<file path="src/rtl/control_sequencer.sv">
// control_sequencer: hardwired control unit for Datapath_P2.
// Steps each instruction through fetch (T0-T2) and execute (T3-T6),
// decoding datapath strobes from the current step and IR[31:27].
module control_sequencer #(
    parameter int OPW      = 5,
    parameter int MEM_WAIT = 0
) (
    input  logic           Clock,
    input  logic           Clear,
    input  logic [31:0]    IR,
    input  logic           Stop,
    // bus-drive strobes
    output logic           PCout,
    output logic           Zhiout,
    output logic           Zlowout,
    output logic           MDRout,
    output logic           HIout,
    output logic           LOout,
    output logic           InPortout,
    output logic           Cout,
    // register-load strobes
    output logic           MARin,
    output logic           Zin,
    output logic           PCin,
    output logic           MDRin,
    output logic           IRin,
    output logic           Yin,
    output logic           HIin,
    output logic           LOin,
    output logic           OutPortin,
    // misc datapath controls
    output logic           IncPC,
    output logic           Read,
    output logic           Write,
    output logic           Gra,
    output logic           Grb,
    output logic           Grc,
    output logic           Rin,
    output logic           Rout,
    output logic           BAout,
    output logic           CONin,
    output logic [OPW-1:0] alu_op,
    output logic           Run,
    output logic           illegal
);

    typedef enum logic [3:0] {
        S_RST, S_T0, S_T1, S_T2, S_T3, S_T4, S_T5, S_T6, S_HALT
    } state_t;

    localparam logic [OPW-1:0] OP_ADD  = OPW'(5'b00011);
    localparam logic [OPW-1:0] OP_SUB  = OPW'(5'b00100);
    localparam logic [OPW-1:0] OP_AND  = OPW'(5'b01001);
    localparam logic [OPW-1:0] OP_OR   = OPW'(5'b01010);
    localparam logic [OPW-1:0] OP_ADDI = OPW'(5'b01011);
    localparam logic [OPW-1:0] OP_ANDI = OPW'(5'b01100);
    localparam logic [OPW-1:0] OP_ORI  = OPW'(5'b01101);
    localparam logic [OPW-1:0] OP_MUL  = OPW'(5'b01110);
    localparam logic [OPW-1:0] OP_DIV  = OPW'(5'b01111);
    localparam logic [OPW-1:0] OP_IN   = OPW'(5'b10101);
    localparam logic [OPW-1:0] OP_OUT  = OPW'(5'b10110);
    localparam logic [OPW-1:0] OP_MFHI = OPW'(5'b10111);
    localparam logic [OPW-1:0] OP_MFLO = OPW'(5'b11000);
    localparam logic [OPW-1:0] OP_NOP  = OPW'(5'b11001);
    localparam logic [OPW-1:0] OP_HALT = OPW'(5'b11010);

    localparam logic [3:0] WAIT_INIT = 4'(MEM_WAIT);

    state_t         state;
    logic [3:0]     wait_cnt;
    logic [OPW-1:0] opcode;
    logic           is_reg_alu;
    logic           is_imm_alu;
    logic           is_muldiv;
    logic           is_halt;
    logic [OPW-1:0] imm_op;
    logic           unused_ir;

    assign opcode    = IR[31 -: OPW];
    assign unused_ir = ^IR[31-OPW:0];

    // Instruction class decode; selects the length of the execute phase.
    always_comb begin
        is_reg_alu = opcode inside {OP_ADD, OP_SUB, OP_AND, OP_OR};
        is_imm_alu = opcode inside {OP_ADDI, OP_ANDI, OP_ORI};
        is_muldiv  = opcode inside {OP_MUL, OP_DIV};
        is_halt    = (opcode == OP_HALT);
        imm_op     = '0;
        case (opcode)
            OP_ADDI: imm_op = OP_ADD;
            OP_ANDI: imm_op = OP_AND;
            OP_ORI:  imm_op = OP_OR;
            default: imm_op = '0;
        endcase
    end

    // Step sequencer: Clear wins over everything; Stop only matters on the
    // edge that leaves the final execute step of an instruction.
    always_ff @(posedge Clock) begin
        if (!Clear) begin
            state    <= S_RST;
            wait_cnt <= '0;
        end else begin
            case (state)
                S_RST:  state <= S_T0;
                S_T0: begin
                    state    <= S_T1;
                    wait_cnt <= WAIT_INIT;
                end
                S_T1: begin
                    // count down memory wait cycles; saturates at zero
                    if (wait_cnt != 4'd0) wait_cnt <= wait_cnt - 4'd1;
                    else                  state    <= S_T2;
                end
                S_T2:   state <= S_T3;
                S_T3: begin
                    if (is_reg_alu || is_imm_alu || is_muldiv) state <= S_T4;
                    else if (is_halt)                          state <= S_HALT;
                    else                                       state <= Stop ? S_HALT : S_T0;
                end
                S_T4:   state <= S_T5;
                S_T5: begin
                    if (is_muldiv) state <= S_T6;
                    else           state <= Stop ? S_HALT : S_T0;
                end
                S_T6:   state <= Stop ? S_HALT : S_T0;
                S_HALT: state <= S_HALT;
                default: state <= S_RST;
            endcase
        end
    end

    // Strobe decode from the registered step and the opcode. IR is only
    // loaded at the T2->T3 edge, so execute strobes cannot be precomputed a
    // cycle early; they depend on state and IR only, never on Stop.
    always_comb begin
        PCout = 1'b0; Zhiout = 1'b0; Zlowout = 1'b0; MDRout = 1'b0;
        HIout = 1'b0; LOout = 1'b0; InPortout = 1'b0; Cout = 1'b0;
        MARin = 1'b0; Zin = 1'b0; PCin = 1'b0; MDRin = 1'b0; IRin = 1'b0;
        Yin = 1'b0; HIin = 1'b0; LOin = 1'b0; OutPortin = 1'b0;
        IncPC = 1'b0; Read = 1'b0; Gra = 1'b0; Grb = 1'b0; Grc = 1'b0;
        Rin = 1'b0; Rout = 1'b0;
        alu_op  = '0;
        illegal = 1'b0;
        Run     = (state != S_HALT);
        case (state)
            S_T0: begin
                PCout = 1'b1; MARin = 1'b1; IncPC = 1'b1; Zin = 1'b1;
            end
            S_T1: begin
                Zlowout = 1'b1; Read = 1'b1; MDRin = 1'b1;
                // incremented PC is latched once, on the final wait cycle
                PCin    = (wait_cnt == 4'd0);
            end
            S_T2: begin
                MDRout = 1'b1; IRin = 1'b1;
            end
            S_T3: begin
                case (opcode)
                    OP_ADD, OP_SUB, OP_AND, OP_OR, OP_ADDI, OP_ANDI, OP_ORI: begin
                        Grb = 1'b1; Rout = 1'b1; Yin = 1'b1;
                    end
                    OP_MUL, OP_DIV: begin
                        Gra = 1'b1; Rout = 1'b1; Yin = 1'b1;
                    end
                    OP_MFHI: begin Gra = 1'b1; Rin = 1'b1; HIout = 1'b1; end
                    OP_MFLO: begin Gra = 1'b1; Rin = 1'b1; LOout = 1'b1; end
                    OP_IN:   begin Gra = 1'b1; Rin = 1'b1; InPortout = 1'b1; end
                    OP_OUT:  begin Gra = 1'b1; Rout = 1'b1; OutPortin = 1'b1; end
                    OP_NOP, OP_HALT: ;
                    default: illegal = 1'b1;
                endcase
            end
            S_T4: begin
                if (is_reg_alu) begin
                    Grc = 1'b1; Rout = 1'b1; Zin = 1'b1; alu_op = opcode;
                end else if (is_imm_alu) begin
                    Cout = 1'b1; Zin = 1'b1; alu_op = imm_op;
                end else if (is_muldiv) begin
                    Grb = 1'b1; Rout = 1'b1; Zin = 1'b1; alu_op = opcode;
                end
            end
            S_T5: begin
                Zlowout = 1'b1;
                if (is_muldiv) LOin = 1'b1;
                else begin Gra = 1'b1; Rin = 1'b1; end
            end
            S_T6: begin
                Zhiout = 1'b1; HIin = 1'b1;
            end
            default: ;
        endcase
    end

    // Memory-write, base-address and condition controls are held low.
    assign Write = 1'b0;
    assign BAout = 1'b0;
    assign CONin = 1'b0;

endmodule

</file>
<file path="config.mk">
export PLATFORM = sky130hd
export DESIGN_NAME = control_sequencer
export DESIGN_NICKNAME = d
export VERILOG_FILES = /design/src/rtl/control_sequencer.sv
export SDC_FILE = /design/constraint.sdc
export NUM_CORES = 1
export LEC_CHECK = 0
export CORE_MARGIN = 10
export CORE_UTILIZATION = 35
export DETAILED_ROUTE_END_ITERATION = 8
export PLACE_DENSITY = 0.83
export SETUP_SLACK_MARGIN = 0.02
export SLEW_MARGIN = 40
export SYNTH_ARGS = -nofsm -noshare
export SYNTH_HDL_FRONTEND = slang
export SYNTH_SLANG_ARGS = --single-unit
</file>
<file path="constraint.sdc">
create_clock -name Clock -period 2.2 [get_ports Clock]
set_clock_uncertainty 0.1 [all_clocks]
set_input_delay 0.44 -clock Clock [delete_from_list [all_inputs] [get_ports Clock]]
set_output_delay 0.44 -clock Clock [all_outputs]
set_load 0.02 [all_outputs]
</file>
==> impl_metrics.csv, run 1 <==
group,metric,value,unit
outcome,status,"finished, violations left",
outcome,violations,"setup timing",
routing,drt_wl_total,4170,µm
placement,gp_congestion,0.918,
routing,drc,0,
synth,ys.flop_type,"dfxtp_1",
synth,yosys_warnings,0,
worst_hold_path,hold_path.class,"register to register",
critical_path,reg2reg_slack,0.33,ns
die,ios,69,
synth,synth_area_per_cell,6.63,µm²
routing,wl_per_cell,16.3,µm
final_layout,final_util,61.2,%
synth,syn_area,1070,µm²
routing,drt-pass1-iter-count,4,
cts,cts_tree,"yes",
die,die_w,75.4,µm
timing,rsz0062_at_grt,"true",
die,die_area,5680,µm²
die,rows,20,
critical_path,cp_data_required_time,1.66,ns
timing,slew_viol_final,0,
pwr,vdd_drop_max,263,µV
critical_path,cp-startpoint,"IR[28]",
global_route,grt_max_degree,11,
placement,io_buffers,37,
critical_path,path_cells,"clkdlybuf4s15_2 > buf_6 > xnor2_2 > o21ai_0 > o21ai_0 > a21oi_1 > or2_1 > buf_6",
synth,synth_edf_count,0,
timing,setup_slack,-0.0383,ns
final_layout,seqCellArea,168,µm²
cts,cts_made_buffers,3,
routing,wl_met3,278,µm
routing,drt_iter0_drc,91,
cts,clk_latency,0.26,ns
timing,period_needed,2.24,ns
synth,ys_seq_elements,8,
critical_path,timing.rr.start,"wait_cnt[0]",
final_layout,area_delta_synth_final,71.1,%
final_layout,multi_input_area,976,µm²
timing,fin_setup_tns,-0.0674,ns
critical_path,critPathCaptureType,"primary output",
timing,max_freq,447,MHz
routing,vias_per_cell,5.49,
routing,wl_met2,2080,µm
timing,setup_viol,3,
global_route,antenna_found_initial,0,
pwr,powerDensity,714,nW/µm²
synth,synth_async_sr_flop_share,0,%
synth,synth_cell_type_count,52,
critical_path,start_kind,"primary input",
critical_path,slowest_stage,"o21ai_0",
routing,vias,1405,
critical_path,criticalPathCategory,"primary input to primary output",
global_route,grt_use_total,13.2,%
final_layout,drive_above_1_share,46.6,%
global_route,grt_pass1_wl,6030,µm
critical_path,max_stage_delay,0.22,ns
final_layout,layoutNonFillerInstCount,256,
critical_path,path_max_fanout,7,
global_route,grt_pass1_vias,1295,
timing,hold_viol,0,
routing,antenna_left,0,
pwr,finalPower,1.31,mW
final_layout,diodes,0,
critical_path,cp.arrival,1.70,ns
synth,yosysSeqAreaShare,14.9,%
cts,cts_hold_buffers,0,
flow_run,drv_cap,0,
global_route,grt-ovfl-total,0,
die,die_y,75.4,µm
final_layout,fillers,258,
final_layout,nNetsFinal,261,
placement,dpl_cell_area,1630,µm²
routing,top_layer,"met4",
placement,dp.cells,248,
timing,period_share,102,%
die,initial_core_util,35.8,%
die,core,3000,µm²
routing,drt-met1-wl,1650,µm
cts,clock_path_buffers,2,
final_layout,design_area,1840,µm²
cts,clk_transition_reported_paths,0.06,ns
synth,syn-instance-count,162,
critical_path,r2r_cells,8,
placement,dp_hpwl,2780,µm
cts,cts.htree.levels,1,
cts,cts_root_buf,"clkbuf_4",
critical_path,worstReg2RegEnd,"state[0]",
pwr,total_leakage_power,0.836,nW
critical_path,cp-endpoint,"Rout",
cts,clock-sinks,8,
-- flip-flops by register name, indices dropped and copies added (netlist names) --
signal and cells:
state 4, wait_cnt 4
-- synthesized netlist by cell type, drive strengths merged (2+ instances only) --
| cell | instances | area [µm²] |
|---|---|---|
| or3 | 2 | 12.5 |
| xnor2 | 4 | 35.0 |
| buf | 15 | 101 |
| nor4b | 2 | 30.0 |
| nand2b | 5 | 31.3 |
| nor3b | 3 | 22.5 |
| and3 | 3 | 18.8 |
| a21oi | 14 | 73.8 |
| nor3 | 3 | 15.0 |
| nand3b | 2 | 15.0 |
| o21ai | 11 | 55.1 |
| or3b | 2 | 20.0 |
| dfxtp | 8 | 160 |
| a21o | 2 | 15.0 |
| inv | 4 | 15.0 |
| or2 | 4 | 27.5 |
| clkbuf | 5 | 18.8 |
| a22oi | 2 | 15.0 |
| nor2b | 10 | 65.1 |
| nand3 | 5 | 25.0 |
| nor2 | 21 | 81.3 |
| nand2 | 16 | 60.1 |
-- layout make-up --
| type | instances | area share (%) |
|---|---|---|
| inverter | 4 | 0.817 |
| clock buffer | 3 | 1.23 |
| sequential | 8 | 9.13 |
| multi-input combinational | 133 | 53.1 |
| timing repair buffer | 75 | 33.4 |
| tap | 33 | 2.25 |
-- routing by layer --
layer,vias to the layer above,global-route usage (%)
li1,669,-
met1,660,15.4
met2,61,23.1
met3,15,1.69
met4,0,6.19
met5,-,0
-- how the worst min path moves through the flow --
stage	depth (start not counted)	to	slack (ns)	startpoint
global route	2	wait_cnt[3]	0.47	wait_cnt[3]
detailed placement	2	wait_cnt[3]	0.42	wait_cnt[3]
floorplan	2	wait_cnt[3]	0.38	wait_cnt[3]
finish	2	wait_cnt[3]	0.43	wait_cnt[3]
global placement	2	wait_cnt[3]	0.40	wait_cnt[3]
CTS	2	wait_cnt[3]	0.43	wait_cnt[3]
-- kinds of logic (layout without fill, tap and decap cells) --
logic type / after synthesis / count (layout) / synth area share [%]
other: 1 / 4 / 0.349
muxes: 1 / 1 / 0.932
xor gates and xnor gates: 5 / 5 / 4.08
buffers and inverters: 24 / 82 / 12.6
adders and majority gates: 1 / 1 / 1.17
DFF: 8 / 8 / 14.9
AOI/OAI and AO/OA: 41 / 41 / 24.1
and+or+nand+nor: 81 / 81 / 41.8
-- repair_timing --
item / 4_1_cts / 5_1_grt
resized for setup: 133 / 48
cloned: 1 / 0
setup buffers: 4 / 0
endpoints found under the setup margin: 30 / 22
pin swaps: 5 / 9
-- placed cells by master, fill, tap and decap left out, drive strengths merged, types with 2 or more instances in the layout --
| cell | netlist | final |
|---|---|---|
| nor3b | 3 | 3 |
| nor3 | 3 | 3 |
| conb | 1 | 4 |
| buf | 15 | 59 |
| nor4b | 2 | 2 |
| dlygate4sd2 | 0 | 9 |
| nor2b | 10 | 10 |
| a21oi | 14 | 14 |
| nand2b | 5 | 5 |
| clkdlybuf4s15 | 0 | 4 |
| clkdlybuf4s50 | 0 | 2 |
| or3b | 2 | 2 |
| and3 | 3 | 3 |
| xnor2 | 4 | 4 |
| or3 | 2 | 2 |
| nand3 | 5 | 5 |
| nor2 | 21 | 21 |
| a21o | 2 | 2 |
| or2 | 4 | 4 |
| nand2 | 16 | 16 |
| clkbuf | 5 | 4 |
| o21ai | 11 | 11 |
| inv | 4 | 4 |
| a22oi | 2 | 2 |
| nand3b | 2 | 2 |
| dfxtp | 8 | 8 |
-- metrics by stage --
step | hold WS, ns | worst slack [ns]
after floorplan | 0.378 | -0.0136
after global placement | 0.397 | -0.804
after detailed placement | 0.418 | -0.836
after CTS | 0.432 | 0.00406
after global routing | 0.471 | -0.0977
final | 0.429 | -0.0383
-- power breakdown --
group	internal [mW]	switching [mW]	total, mW
registers	0.204	0.0664	0.270
clock network	0.0629	0.0567	0.120
logic	0.428	0.494	0.922
total	0.695	0.617	1.31
-- worst max-delay path, delay by kind of cell --
| kind | cells | cell delay (ns) |
|---|---|---|
| AO/OA/AOI/OAI | 3 | 0.50 |
| XOR/XNOR | 1 | 0.15 |
| buffers and inverters | 3 | 0.47 |
| AND/OR/NAND/NOR | 1 | 0.13 |
No activity file was read; power rests on OpenSTA's default activity.
==> run 2, diff against run 1 <==
Settings changed: CORE_UTILIZATION 35 to 37, PLACE_DENSITY 0.83 to 0.87, SLEW_MARGIN 40 to 20.
==> impl_metrics.csv, run 2 (same netlist as run 1, synthesis figures left out) <==
group,metric,value,unit
flow_run,drv_cap,0,
die,die_w,73.9,µm
timing,rsz0062_at_grt,"true",
die,die_area,5460,µm²
final_layout,diodes,0,
outcome,violations,"setup timing",
routing,drc,0,
worst_hold_path,whs_path_depth,2,
global_route,grt_max_degree,13,
placement,dp_hpwl,2830,µm
routing,drt_iter0_drc,225,
critical_path,r2r_cells,8,
routing,antenna_left,0,
timing,hold_viol,0,
worst_hold_path,hold_end,"wait_cnt[3]",
final_layout,fillers,186,
critical_path,cp.arrival,1.81,ns
worst_hold_path,hold_path.class,"register to register",
cts,cts.htree.levels,1,
final_layout,reg_top3,"state (4), wait_cnt (4)",
pwr,total_leakage_power,0.944,nW
cts,cts_tree,"yes",
die,die_y,73.9,µm
critical_path,criticalPathCategory,"primary input to primary output",
critical_path,start_kind,"primary input",
die,rows,19,
global_route,grt_pass1_wl,6780,µm
final_layout,area_delta_synth_final,86.1,%
routing,top_layer,"met4",
critical_path,critPathCaptureType,"primary output",
critical_path,timing.rr.start,"wait_cnt[0]",
final_layout,layoutNonFillerInstCount,271,
pwr,vdd_drop_max,823,µV
routing,drt_wl_total,5180,µm
global_route,grt-ovfl-total,0,
final_layout,final_cell_mix,"52 x buf_4, 16 x buf_6, 13 x nor2_1",
pwr,finalPower,1.41,mW
cts,clk_latency,0.27,ns
placement,dpl_cell_area,1680,µm²
cts,cts_hold_buffers,0,
timing,period_share,107,%
critical_path,worstReg2RegEnd,"state[0]",
final_layout,final_util,72.5,%
outcome,status,"finished, violations left",
final_layout,nNetsFinal,278,
routing,vias,1572,
pwr,powerDensity,707,nW/µm²
cts,cts_root_buf,"clkbuf_4",
routing,wl_per_cell,19.1,µm
cts,clock_path_buffers,2,
routing,drt-pass1-iter-count,5,
placement,dp.cells,253,
timing,setup_viol,9,
timing,max_freq,425,MHz
routing,wl_met3,464,µm
timing,slew_viol_final,0,
die,initial_core_util,38.9,%
routing,wl_met2,2510,µm
die,core,2760,µm²
cts,clock-sinks,8,
critical_path,cp_data_required_time,1.66,ns
timing,period_needed,2.35,ns
cts,cts_made_buffers,3,
final_layout,design_area,2000,µm²
timing,setup_slack,-0.155,ns
critical_path,reg2reg_slack,0.27,ns
die,ios,69,
final_layout,drive_above_1_share,52.1,%
placement,gp_congestion,0.928,
cts,clk_transition_reported_paths,0.06,ns
placement,io_buffers,37,
worst_hold_path,min_from,"wait_cnt[3]",
global_route,grt_pass1_vias,1419,
global_route,grt_use_total,15.2,%
routing,vias_per_cell,5.80,
global_route,antenna_found_initial,0,
final_layout,final_common_cell,"buf_4",
routing,drt-met1-wl,2000,µm
critical_path,path_max_fanout,10,
[run 2: critical path, cell delays in order]
cell and delay [ns]:
clkdlybuf4s15_2 0.26, buf_4 0.21, nand2b_1 0.16, nor3_1 0.35, a221oi_2 0.11, a21oi_4 0.15
buf_6 0.13
[run 2: stage by stage]
step	hold WS, ns	worst slack [ns]	TNS [ns]
3_3_place_gp	0.402	-0.775	-11.81
3_5_place_dp	0.401	-0.781	-12.33
4_1_cts	0.418	-0.206	-1.71
5_1_grt	0.429	-0.228	-1.41
6_report	0.412	-0.155	-0.809
2_1_floorplan	0.378	-0.0136	-0.0136
[run 2: power breakdown]
part / internal, mW / leakage, nW / switching, mW
Clock: 0.0630 / 0.0138 / 0.0622
Sequential: 0.200 / 0.0670 / 0.0578
Combinational: 0.485 / 0.864 / 0.544
[run 2: layout make-up]
| type | count | area (µm²) | area share, % |
|---|---|---|---|
| Clock buffer | 3 | 22.5 | 1.13 |
| Inverter | 4 | 15.0 | 0.751 |
| Multi-Input combinational cell | 133 | 977 | 48.9 |
| Sequential cell | 8 | 165 | 8.27 |
| Tap cell | 31 | 38.8 | 1.94 |
| Timing Repair Buffer | 92 | 779 | 39.0 |
[run 2: timing repair]
item	4_1_cts	5_1_grt
buffers inserted	6	9
resized for setup	135	58
endpoints found under the setup margin	30	28
pin swaps	5	6
cloned	1	1
[run 2: layer usage]
| layer | global-route usage, % | vias up |
|---|---|---|
| li1 | - | 708 |
| met1 | 17.3 | 725 |
| met2 | 26.3 | 112 |
| met3 | 3.10 | 27 |
| met4 | 6.63 | 0 |
| met5 | 0 | - |
[run 2: how the worst max path moves through the flow]
stage	startpoint	to
after floorplan	IR[30]	Grb
after detailed placement	IR[28]	Grb
after global routing	IR[27]	illegal
after CTS	state[3]	InPortout
final	IR[27]	illegal
after global placement	IR[29]	Rout
==> run 3, diff against run 2 <==
Settings changed: PLACE_DENSITY 0.87 to 0.94.
==> impl_metrics.csv, run 3 (same netlist as run 1, synthesis figures left out) <==
group,metric,value,unit
routing,antenna_left,0,
timing,rsz0062_at_grt,"true",
die,die_y,73.9,µm
die,core,2760,µm²
die,ios,69,
cts,cts_made_buffers,3,
pwr,total_leakage_power,0.858,nW
die,die_area,5460,µm²
final_layout,drive_above_1_share,51.5,%
cts,clk_latency,0.26,ns
global_route,antenna_found_initial,0,
placement,dpl_cell_area,1650,µm²
critical_path,criticalPathCategory,"primary input to primary output",
pwr,powerDensity,703,nW/µm²
timing,setup_viol,7,
critical_path,slowest_stage,"a2111oi_4",
final_layout,design_area,1920,µm²
critical_path,r2r_cells,8,
cts,clock-sinks,8,
timing,period_needed,2.26,ns
final_layout,nNetsFinal,267,
cts,cts.htree.levels,1,
timing,slew_viol_final,0,
routing,drt-pass1-iter-count,4,
final_layout,final_common_cell,"buf_4",
die,initial_core_util,38.9,%
routing,vias,1480,
timing,setup_slack,-0.0638,ns
final_layout,final_util,69.5,%
final_layout,fillers,198,
critical_path,worstReg2RegEnd,"state[0]",
routing,vias_per_cell,5.69,
cts,clock_path_buffers,2,
final_layout,diodes,0,
critical_path,reg2reg_slack,0.28,ns
timing,max_freq,442,MHz
final_layout,reg_top3,"state (4), wait_cnt (4)",
critical_path,cp_data_required_time,1.66,ns
worst_hold_path,hold_path.class,"register to register",
global_route,grt_pass1_wl,7270,µm
placement,dp_hpwl,2980,µm
die,rows,19,
critical_path,path_cells,"clkdlybuf4s15_2 > buf_6 > nor2b_1 > o21ai_0 > nand3_1 > nor2_1 > a2111oi_4 > buf_4",
timing,period_share,103,%
cts,cts_root_buf,"clkbuf_4",
pwr,vdd_drop_max,939,µV
critical_path,timing.rr.start,"wait_cnt[0]",
cts,clk_transition_reported_paths,0.06,ns
critical_path,cp.arrival,1.72,ns
placement,gp_congestion,0.897,
global_route,grt_pass1_vias,1480,
critical_path,path_max_fanout,5,
flow_run,drv_cap,0,
outcome,violations,"setup timing",
routing,drt_iter0_drc,90,
routing,wl_per_cell,18.9,µm
die,die_w,73.9,µm
outcome,status,"finished, violations left",
timing,hold_viol,0,
routing,drc,0,
routing,drt_wl_total,4910,µm
placement,io_buffers,37,
worst_hold_path,min_from,"wait_cnt[3]",
global_route,grt_use_total,16.3,%
global_route,grt_max_degree,12,
cts,cts_tree,"yes",
final_layout,final_cell_mix,"44 x buf_4, 15 x buf_6, 13 x nor2_1",
worst_hold_path,hold_end,"wait_cnt[3]",
critical_path,critPathCaptureType,"primary output",
critical_path,start_kind,"primary input",
final_layout,area_delta_synth_final,78.4,%
critical_path,max_stage_delay,0.26,ns
global_route,grt-ovfl-total,0,
worst_hold_path,whs_path_depth,2,
run 3: cell types whose count changed in the layout (fill, tap and decap cells not counted), moves of 2 or more:
| cell | delta |
|---|---|
| dlygate4sd2_1 | -2 |
| buf_4 | -8 |
| clkbuf_2 | +4 |
| o21ai_0 | -2 |
| dlymetal6s2s_1 | -3 |
| o21ai_1 | +3 |
run 3: power breakdown:
group,internal [mW],total (mW),switching (mW)
clock network,0.0627,0.117,0.0547
logic,0.438,0.954,0.516
registers,0.200,0.274,0.0743
total,0.701,1.35,0.645
run 3: worst max-delay path, delay by kind of cell:
family          cells  cell delay, ns
buf+inv             3            0.58
simple gates        3            0.32
compound gates      2            0.37
run 3: worst max-delay path by stage:
| stage | from | to | slack, ns |
|---|---|---|---|
| final | IR[28] | Grb | -0.06 |
| after detailed placement | IR[28] | Grb | -0.79 |
| after CTS | state[3] | HIout | 0.005 |
| after global routing | IR[28] | illegal | -0.11 |
| after floorplan | IR[30] | Grb | -0.01 |
| after global placement | IR[30] | Rout | -0.73 |
run 3: metal layers:
layer / wire length (µm) / share of wire, % / vias to the layer above / GRT usage, %
met2: 2520 / 51 / 90 / 29.3
met1: 1810 / 37 / 687 / 17.8
met4: 222 / 4.5 / 0 / 6.42
met3: 358 / 7.3 / 19 / 3.90
li1: - / - / 684 / -
met5: 0 / 0 / - / 0
run 3: repair_timing:
action / CTS / global route
resized for setup: 155 / 46
gates cloned: 2 / 0
setup endpoints to repair: 30 / 25
pin swaps: 9 / 10
setup buffers: 6 / 0
hold buffers: 0 / 0
run 3: cell type report:
class | instances | area, µm² | area share, %
Multi-Input combinational cell | 133 | 1000 | 52.3
Timing Repair Buffer | 81 | 672 | 35.1
Sequential cell | 8 | 165 | 8.62
Tap cell | 31 | 38.8 | 2.02
Clock buffer | 3 | 22.5 | 1.18
Inverter | 4 | 15.0 | 0.784
run 3: metrics by stage:
stage                     setup TNS [ns]  setup WS (ns)  instances  hold slack (ns)  power [mW]
final                             -0.216        -0.0638        260            0.429        1.35
after global routing              -0.654         -0.112        260            0.489        1.45
after CTS                              0        0.00510        260            0.434        1.29
after detailed placement          -12.41         -0.785        249            0.417        1.16
after global placement            -11.48         -0.730        249            0.398        1.13
after floorplan                  -0.0136        -0.0136        165            0.378       0.826
